==> config.mk <==
export PLATFORM = sky130hd
export DESIGN_NAME = guess_sequencer
export DESIGN_NICKNAME = d
export VERILOG_FILES = /design/src/rtl/guess_sequencer.sv
export SDC_FILE = /design/constraint.sdc
export NUM_CORES = 1
export LEC_CHECK = 0
export CAP_MARGIN = 20
export CORE_MARGIN = 10
export CORE_UTILIZATION = 40
export CTS_CLUSTER_SIZE = 28
export DETAILED_ROUTE_END_ITERATION = 10
export GPL_ROUTABILITY_DRIVEN = 0
export SYNTH_ARGS = -nofsm -noshare
export SYNTH_HDL_FRONTEND = slang
export SYNTH_SLANG_ARGS = --single-unit
export TNS_END_PERCENT = 5
==> constraint.sdc <==
create_clock -name clk -period 6.2 [get_ports clk]
set_input_delay 1.86 -clock clk [delete_from_list [all_inputs] [get_ports clk]]
set_output_delay 1.86 -clock clk [all_outputs]
set_load 0.02 [all_outputs]
==> src/rtl/guess_sequencer.sv <==
// Two-player number-guessing game controller: keypad conditioning, arbitration,
// secret/guess storage and the SET -> GUESS -> CHECK -> WIN/LOSE sequencing.
module guess_sequencer #(
    parameter int MAX_LEN   = 7,
    parameter int MIN_LEN   = 4,
    parameter int MAX_TURNS = 3
) (
    input  logic                           clk,
    input  logic                           reset,
    input  logic                           I1,
    input  logic                           I2,
    input  logic                           I3,
    input  logic                           I4,
    input  logic                           enter,
    output logic [2:0]                     phase,
    output logic [$clog2(MAX_LEN+1)-1:0]   numa,
    output logic [$clog2(MAX_LEN+1)-1:0]   numb,
    output logic [$clog2(MAX_TURNS+1)-1:0] turn,
    output logic                           sym_wr,
    output logic                           sym_who,
    output logic [1:0]                     sym,
    output logic [$clog2(MAX_LEN)-1:0]     sym_pos,
    output logic                           win,
    output logic                           lose,
    output logic                           equal,
    output logic                           bigger,
    output logic                           smaller
);
    localparam int NW = $clog2(MAX_LEN + 1);
    localparam int PW = $clog2(MAX_LEN);
    localparam int TW = $clog2(MAX_TURNS + 1);
    localparam logic [NW-1:0] MAX_N = NW'(MAX_LEN);
    localparam logic [NW-1:0] MIN_N = NW'(MIN_LEN);
    localparam logic [TW-1:0] MAX_T = TW'(MAX_TURNS);

    typedef enum logic [2:0] {
        SET_A   = 3'd0,
        GUESS_B = 3'd1,
        CHECK   = 3'd2,
        WIN     = 3'd3,
        LOSE    = 3'd4
    } state_t;

    state_t      state;
    logic [4:0]  raw;
    logic [4:0]  sync1;
    logic [4:0]  sync2;
    logic [4:0]  prev;
    logic [1:0]  warm;
    logic [4:0]  pulse;
    logic [3:0]  key_pulse;
    logic        ent_pulse;
    logic        key_hit;
    logic [1:0]  key_code;
    logic [1:0]  secret [MAX_LEN];
    logic [1:0]  guess  [MAX_LEN];
    logic [NW-1:0] na_eff;
    logic [NW-1:0] nb_eff;
    logic          b_store;
    logic [PW-1:0] pos_a;
    logic [PW-1:0] pos_b;
    logic [TW-1:0] turn_plus;
    logic          match;

    assign raw   = {enter, I4, I3, I2, I1};
    assign phase = state;

    // The edge detector is held "high" for two cycles after reset release, so a
    // button that was already down when reset lifted never yields a press.
    always_ff @(posedge clk or negedge reset) begin
        if (!reset) begin
            sync1 <= '0;
            sync2 <= '0;
            prev  <= '1;
            warm  <= '0;
        end else begin
            sync1 <= raw;
            sync2 <= sync1;
            if (warm != 2'd2) begin
                warm <= warm + 2'd1;
                prev <= '1;
            end else begin
                prev <= sync2;
            end
        end
    end

    assign pulse     = sync2 & ~prev;
    assign key_pulse = pulse[3:0];
    assign ent_pulse = pulse[4];
    assign key_hit   = |key_pulse;

    always_comb begin
        key_code = 2'd0;
        for (int i = 3; i >= 0; i--) begin
            if (key_pulse[i]) key_code = 2'(i);
        end
    end

    // Counts as they will be after this cycle's key (if any) is stored.
    assign na_eff    = key_hit ? numa + NW'(1) : numa;
    assign b_store   = key_hit && (numb != MAX_N);
    assign nb_eff    = b_store ? numb + NW'(1) : numb;
    assign pos_a     = PW'(numa);
    assign pos_b     = PW'(numb);
    assign turn_plus = turn + TW'(1);

    always_comb begin
        match = (numb == numa);
        for (int i = 0; i < MAX_LEN; i++) begin
            if (i < int'(numa) && secret[i] != guess[i]) match = 1'b0;
        end
    end

    always_ff @(posedge clk or negedge reset) begin
        if (!reset) begin
            state   <= SET_A;
            numa    <= '0;
            numb    <= '0;
            turn    <= '0;
            sym_wr  <= 1'b0;
            sym_who <= 1'b0;
            sym     <= '0;
            sym_pos <= '0;
            win     <= 1'b0;
            lose    <= 1'b0;
            equal   <= 1'b0;
            bigger  <= 1'b0;
            smaller <= 1'b0;
            for (int i = 0; i < MAX_LEN; i++) begin
                secret[i] <= '0;
                guess[i]  <= '0;
            end
        end else begin
            sym_wr <= 1'b0;
            case (state)
                SET_A: begin
                    if (key_hit) begin
                        secret[pos_a] <= key_code;
                        numa    <= na_eff;
                        sym_wr  <= 1'b1;
                        sym_who <= 1'b0;
                        sym     <= key_code;
                        sym_pos <= pos_a;
                    end
                    if (na_eff == MAX_N || (ent_pulse && na_eff >= MIN_N)) state <= GUESS_B;
                end
                GUESS_B: begin
                    if (b_store) begin
                        guess[pos_b] <= key_code;
                        numb    <= nb_eff;
                        sym_wr  <= 1'b1;
                        sym_who <= 1'b1;
                        sym     <= key_code;
                        sym_pos <= pos_b;
                    end
                    if (ent_pulse && nb_eff >= MIN_N) state <= CHECK;
                end
                CHECK: begin
                    equal   <= (numa == numb);
                    bigger  <= (numa > numb);
                    smaller <= (numa < numb);
                    if (match) begin
                        win   <= 1'b1;
                        state <= WIN;
                    end else begin
                        turn <= turn_plus;
                        if (turn_plus == MAX_T) begin
                            lose  <= 1'b1;
                            state <= LOSE;
                        end else begin
                            numb <= '0;
                            for (int i = 0; i < MAX_LEN; i++) guess[i] <= '0;
                            state <= GUESS_B;
                        end
                    end
                end
                WIN, LOSE: begin
                    if (ent_pulse) begin
                        state   <= SET_A;
                        numa    <= '0;
                        numb    <= '0;
                        turn    <= '0;
                        sym_who <= 1'b0;
                        sym     <= '0;
                        sym_pos <= '0;
                        win     <= 1'b0;
                        lose    <= 1'b0;
                        equal   <= 1'b0;
                        bigger  <= 1'b0;
                        smaller <= 1'b0;
                        for (int i = 0; i < MAX_LEN; i++) begin
                            secret[i] <= '0;
                            guess[i]  <= '0;
                        end
                    end
                end
                default: state <= SET_A;
            endcase
        end
    end
endmodule

Word-level counts from Yosys, hierarchy flattened
Cells that the tools add are included.
Widths: inputs -> output; s select.

word-level totals
  bits in registers = 68
  bits in latches = 0
  bits in writable memories = 0
  bits in read-only memories = 0
  output and inout bits = 23
  word-level logic and storage cells = 171
  memories = 0

cells by class
  add/subtract/negate cells = 4
  $mul = 0
  divide/modulo/power cells = 0
  order comparisons = 15
  eq/ne operators = 26
  shifts and indexed selects = 0
  mux-type cells = 63
  bitwise gates (word level) = 4
  reduce and logical (&&, ||, !) cells = 28

operators with widths
  kind                 count
  $mux 14              5
  $pmux 14 s3          1
  $mux 3               13
  $bwmux 14            2
  $pmux 14 s2          1
  $mux 2               10
  $ne 2x2->1 const B   10
  $pmux 3 s3           2
  $mux 1               15
  $ne 2x2->1           7
  $demux 2 s3          2
  $logic_and 1x1->1    12
  $pmux 1 s2           6
  $pmux 3 s4           1
  $reduce_and 3->1     4
  $lt 3x3->1 const A   3
  $ge 4x4->1 const B   2
  $lt 4x1->1 const B   2
  $not 3->4            2
  $reduce_and 4->1     2
  $add 3x1->3 const B  2
  $eq 3x2->1 const B   2
  $eq 3x3->1           2
  $eq 3x3->1 const B   2
  other kinds (24)     30

Logic depth before layout (Yosys ltp)
Gate-level depths: netlist of run 1.

  word-level depth = 11
  gate-level depth with buffers = 9
  depth with buffers taken out = 7

Worst setup path after synthesis of run 1
OpenSTA, ideal clock, no wires.

  kind = reg-to-output
  from = register numa[1]
  to = output numa[1]
  arrival time = 587 ps
  setup slack = 3753 ps
  stages on the path, launching flop included = 1
  buffers on the path = 0
  cells stage by stage = dfrtp_1

RTL lines
  item                      line  text
  start: declaration        16    output logic [$clog2(MAX_LEN+1)-1:0] numa,
  start signal: assignment  140   numa <= na_eff;

No word-level cell between the ends.

Final worst setup path of run 1
  from = register state[0], in the netlist phase[0]
  to = output phase[0]

RTL lines
  item                      line  text
  start: declaration        44    state_t state;
  start signal: assignment  117   state <= SET_A;
  start signal: assignment  146   if (na_eff == MAX_N || (ent_pulse && na_eff >= MIN_N)) state <= GUESS_B;
  start signal: assignment  157   if (ent_pulse && nb_eff >= MIN_N) state <= CHECK;
  end: declaration          15    output logic [2:0] phase,

No word-level cell between the ends.

==> qor.txt, run 1 <==
status -> finished clean
clock root buffer -> clkbuf_8
Worst Slack Setup Final -> 2570 ps
die height -> 112 um
r2r setup slk -> 3230 ps
sequential-to-total area share from yosys stat -> 50.3%
crit path to -> phase[0]
Wirelength per Cell -> 17.6 um
worst-case vdd ir drop -> 0.000264 V
slowest CP cell -> clkdlybuf4s50_1
detail-routed via count per cell -> 5.60
DIE AREA -> 12600 um^2
synth warn -> 0
Cell variety after synth -> 54
post-synth top area cell -> dfrtp_1
Post-DP HPWL -> 5800 um
crit path kind -> flop to output port
cts hold-fix bufs -> 0
clock sink count -> 68
synth-to-layout area growth -> 17.4%
CP Depth -> 1
met3 Resource Use GR -> 4.15%
Post-Synth XOR/XNOR Area -> 4.13%
FFs w/ async S/R, synth -> 100%
FF+latch count, synth -> 68
dpl ws -> 2990 ps
clk_skew -> 13.0 ps
crit-path cells -> clkdlybuf4s50_1
routed vias -> 2559
crit-path max FO -> 17
Clock transition at path regs -> 80 ps
filler cell count in the final layout -> 781
placed cells -> 441
Final ANT Viol Nets -> 0
met1 usage -> 16.5%
critical path endpoint category -> output port
PostCTS Resize Cnt -> 0
TNS Setup -> 0 ps
cell row count -> 33
Post-Synth Adder-Cell Area -> 2.95%
Most used DFF post-synth -> dfrtp_1
crit start category -> flop
Power Dens Cells -> 528 nW/um^2
top cell type's share of synthesized area -> 46.5%
first-pass GRT wire length -> 13400 um
io pins -> 30
normalized max-slew margin -> 50.2%
Required @ worst endpoint -> 4340 ps
Initial DRT Pass Iterations -> 4
worst r2r src -> numa[0]$_DFFE_PN0P_
synthesized-area fraction occupied by and/or/nand/nor cells -> 19.3%
RSZ-0062 raised after global routing -> false
largest net degree at the start of global routing -> 43
Worst Path Buf+Inv -> 1
most instantiated cells after synthesis -> dfrtp_1, nand2_1, o21ai_0
final setup violation count -> 0
critical path arrival -> 1770 ps
DIE WIDTH -> 112 um
final hold vios -> 0
Avg Cell Area, Syn -> 10.7 um^2
antenna cells -> 0
Clock Latency Late Sink -> 350 ps
Routed WL -> 8050 um
Period Utilization, post-route -> 58.5%
multiplexer share of the synthesized area -> 1.55%
final cell count without fillers -> 457
layout cells sized above 1 -> 13.4%
Mapped Cells -> 317
nets@finish -> 362
CTS Buf Count -> 9
initial DRC count -> 109
vias in the first global route -> 2595
total track usage -> 13.0%
H-tree levels -> 3
CTS max path bufs -> 2
MaxCap Viol Count -> 0
Top Family by Delay on Critical Path -> buffers and inverters
DR DRC count -> 0
met2 GRT Util -> 20.3%
number of synthesized flops with an enable pin -> 0
LEAKAGE -> 1.70 nW
Slew Viols, Final -> 0
top achievable clock speed -> 276 MHz
FF-to-FF path depth -> 7
most used routing layer -> met2
PortBufs -> 29
largest family of logic cells by synthesized area -> simple AND/OR/NAND/NOR gates
Mapped Area -> 3390 um^2
core area -> 8220 um^2
biggest cell delay along the critical path -> 730 ps
initial antenna violation count -> 0
CTS tree -> built
Compound-Gate Fraction of Synth Area -> 18.9%
Worst Setup SP -> phase[0]$_DFFE_PN0P_
Hold Path Class -> flop to flop
fin crit period -> 3630 ps
post-CTS setup buffer count -> 0
measured slew at the worst slew-check pin -> 745 ps
Starting Density -> 41.3%
most numerous cell in the Yosys netlist -> dfrtp_1
syn nets -> 332
total gr overflow -> 0
reg-to-reg endpoint -> turn[1]$_DFFE_PN0P_
Synth area leaders -> dfrtp_1, dfstp_2, o21ai_0
==> logic make-up after synthesis <==
kind of cell / after synthesis
adders and majority gates: 8
xor gates and xnor gates: 16
buffers and inverters: 21
AOI/OAI and AO/OA: 88
and+or+nand+nor: 112
muxes: 4
DFF: 68
==> cell usage in the layout (no fill, tap or decap), types with 2 or more instances in the layout <==
master,instances
a21o_1,2
a21oi_1,8
a221oi_1,3
a22o_1,12
a31oi_1,5
and2_1,2
bufinv_16,2
clkbuf_8,9
clkdlybuf4s50_1,28
clkinv_4,3
clkinvlp_4,2
dfrtp_1,63
dfstp_2,5
ha_1,8
inv_1,10
mux2_2,2
mux2_4,2
nand2_1,34
nand2b_1,10
nand3_1,6
nand3_2,7
nand4_1,2
nor2_1,23
nor2b_1,6
nor2b_4,3
nor3_1,4
nor4_4,2
o21a_1,2
o21ai_0,26
o2bb2ai_1,14
o31ai_1,3
or3_1,6
xnor2_1,14
xor2_1,2
==> power by group <==
part,switching (mW),internal (mW)
logic,0.508,0.417
clock network,0.186,0.228
registers,0.184,0.582
==> layer usage <==
layer	share of wire, %	up-vias
li1	-	1210
met1	48	1285
met2	47	54
met3	4.5	10
met4	1.3	0
met5	0	-
==> worst min-delay path by stage <==
stage                            start                 end  slack, ps  cells past startpoint
finish              sync1[1]$_DFF_PN0_  sync2[1]$_DFF_PN0_        350                      0
global route        sync1[1]$_DFF_PN0_  sync2[1]$_DFF_PN0_        360                      0
CTS                 sync1[1]$_DFF_PN0_  sync2[1]$_DFF_PN0_        360                      0
detailed placement  sync1[1]$_DFF_PN0_  sync2[1]$_DFF_PN0_        340                      0
global placement    sync1[1]$_DFF_PN0_  sync2[1]$_DFF_PN0_        330                      0
floorplan           sync1[0]$_DFF_PN0_  sync2[0]$_DFF_PN0_        330                      0
==> sequential cells by signal (all words and copies together) (netlist names), 5 cells and up <==
| name | flops |
|---|---|
| prev | 5 |
| secret | 14 |
| sync2 | 5 |
| sync1 | 5 |
| guess | 14 |
==> layout make-up <==
class	instances	area, um^2	share of cell area, %
clock buffers	9	124	3.11
multi-input cells	228	1590	39.9
flip-flops and latches	68	1710	42.9
well taps	105	131	3.30
inverters	10	37.5	0.942
clock inverters	7	101	2.54
repair buffers	30	293	7.35
==> stage by stage <==
step                      util [%]  power, mW  hold WS [ps]  cell area [um^2]
after global routing          48.5       2.26           357              3990
after CTS                     48.5       2.12           355              3990
final                         48.5       2.10           353              3990
after floorplan                  -       1.39           331              3390
after global placement        45.8       1.69           334              3760
after detailed placement      45.8       1.70           336              3760
No activity file was read; power rests on OpenSTA's default activity.
==> inputs of run 2 (changes only) <==
- clock period: 6.2 -> 3.4 ns (I/O delays scaled with it)
==> run 2 against run 1 <==
Against the previous run: utilization is 0.56 points higher; setup slack worse by 2000 ps; global-route usage is 0.062 points higher; non-clock buffer count is 3 higher; register-to-register slack worse by 2400 ps; sequential power is 83% higher; first-iteration DRC count is 43% higher; die area stayed put; final area is 1.2% higher; sequential share of layout area is 0.49 points lower; flip-flop and latch count stayed put; worst hold slack better by 1.6 ps.
==> qor.txt, run 2 (synthesis gave the netlist of run 1 again) <==
status -> finished clean
Worst Path Buf+Inv -> 1
Clock transition at path regs -> 70 ps
initial antenna violation count -> 0
Initial DRT Pass Iterations -> 4
total track usage -> 13.0%
nets@finish -> 365
CTS Buf Count -> 9
slowest CP cell -> clkdlybuf4s50_1
reg-to-reg endpoint -> turn[0]$_DFFE_PN0P_
part of the power in combinational logic -> 43.5%
cts hold-fix bufs -> 0
top achievable clock speed -> 359 MHz
most frequent cells in the layout -> dfrtp_1, nand2_1, clkdlybuf4s50_1
final cell count without fillers -> 460
share of total power in the clock network -> 21.0%
DIE AREA -> 12600 um^2
final setup violation count -> 0
crit-path cells -> clkdlybuf4s50_1
crit start category -> flop
PostCTS Resize Cnt -> 0
LEAKAGE -> 1.73 nW
TNS Setup -> 0 ps
Routed WL -> 8210 um
Wirelength per Cell -> 17.8 um
PortBufs -> 29
CTS max path bufs -> 2
antenna cells -> 0
Power Dens Cells -> 977 nW/um^2
initial DRC count -> 156
filler cell count in the final layout -> 745
fin crit period -> 2780 ps
clock sink count -> 68
critical path endpoint category -> output port
detail-routed via count per cell -> 5.50
Slew Viols, Final -> 0
Sw Ratio -> 40.6%
leading cell type in the layout, fill and taps excluded -> dfrtp_1
critical path arrival -> 1760 ps
core area -> 8220 um^2
largest net degree at the start of global routing -> 26
RSZ-0062 raised after global routing -> false
Hold EP -> sync2[1]$_DFF_PN0_
die height -> 112 um
Final Util -> 49.1%
io pins -> 30
Sequential Power Share -> 35.4%
Period Utilization, post-route -> 81.9%
clock root buffer -> clkbuf_8
Clock Latency Late Sink -> 360 ps
routed vias -> 2532
Post-DP HPWL -> 5980 um
DR DRC count -> 0
Hold Path Class -> flop to flop
worst-case vdd ir drop -> 0.000429 V
cell row count -> 33
FF-to-FF path depth -> 8
placed cells -> 444
NetSw -> 1.60 mW
clk_skew -> 8.02 ps
Top Family by Delay on Critical Path -> buffers and inverters
crit path kind -> flop to output port
vias in the first global route -> 2433
cell internal pwr -> 2.34 mW
measured slew at the worst slew-check pin -> 669 ps
synth-to-layout area growth -> 18.8%
worst hold stages -> 0
worst r2r src -> numa[0]$_DFFE_PN0P_
Power Total -> 3.94 mW
final hold vios -> 0
Starting Density -> 41.3%
first-pass GRT wire length -> 13200 um
layout cells sized above 1 -> 14.1%
post-CTS setup buffer count -> 0
biggest cell delay along the critical path -> 730 ps
DIE WIDTH -> 112 um
r2r setup slk -> 850 ps
biggest regs -> guess x14, secret x14
Final ANT Viol Nets -> 0
crit-path max FO -> 17
Required @ worst endpoint -> 2380 ps
normalized max-slew margin -> 55.3%
H-tree levels -> 3
HP Start -> sync1[1]$_DFF_PN0_
CTS tree -> built
MaxCap Viol Count -> 0
total gr overflow -> 0
## run 2: changes by cell type in the layout (fill, tap and decap cells not counted), sizes merged
cell	previous run	this run
buf	2	5
bufinv	2	3
clkbuf	9	10
clkinv	3	2
clkinvlp	2	1
## run 2: layout make-up
type	count	area, um^2	share of cell area, %
Multi-Input combinational cell	228	1590	39.4
Inverter	10	37.5	0.931
Tap cell	105	131	3.26
Clock buffer	10	138	3.41
Timing Repair Buffer	33	315	7.82
Clock inverter	6	111	2.76
Sequential cell	68	1710	42.4
## run 2: power by group through the flow
stage               Clock [mW]  Sequential, mW  Combinational [mW]
finish                   0.829            1.40                1.71
CTS                      0.840            1.39                1.72
floorplan                    0            1.41                1.12
global route             0.878            1.43                1.88
global placement             0            1.40                1.69
detailed placement           0            1.40                1.70
## run 2: per-layer routing
layer / GRT usage [%] / share of wire, % / vias to the layer above
met3: 4.69 / 5.8 / 10
li1: - / - / 1216
met1: 17.4 / 47 / 1245
met4: 4.06 / 1.2 / 0
met5: 0 / 0 / -
met2: 19.2 / 46 / 61
## run 2: worst max-delay path by stage
| stage | cells past startpoint | slack (ps) | from | end |
|---|---|---|---|---|
| final | 1 | 620 | phase[0]$_DFFE_PN0P_ | phase[0] |
| after global routing | 1 | 520 | phase[1]$_DFFE_PN0P_ | phase[1] |
| after CTS | 1 | 620 | phase[1]$_DFFE_PN0P_ | phase[1] |
| after detailed placement | 8 | 930 | numa[0]$_DFFE_PN0P_ | turn[0]$_DFFE_PN0P_ |
| after global placement | 8 | 980 | numa[0]$_DFFE_PN0P_ | turn[1]$_DFFE_PN0P_ |
| after floorplan | 8 | 1250 | numa[0]$_DFFE_PN0P_ | turn[0]$_DFFE_PN0P_ |
## run 2: through the flow
stage	hold slack (ps)	worst slack, ps	area, um^2
final	354	616	4030
after global routing	364	524	4030
after CTS	356	618	4030
after detailed placement	337	930	3780
after global placement	334	983	3780
after floorplan	331	1250	3390
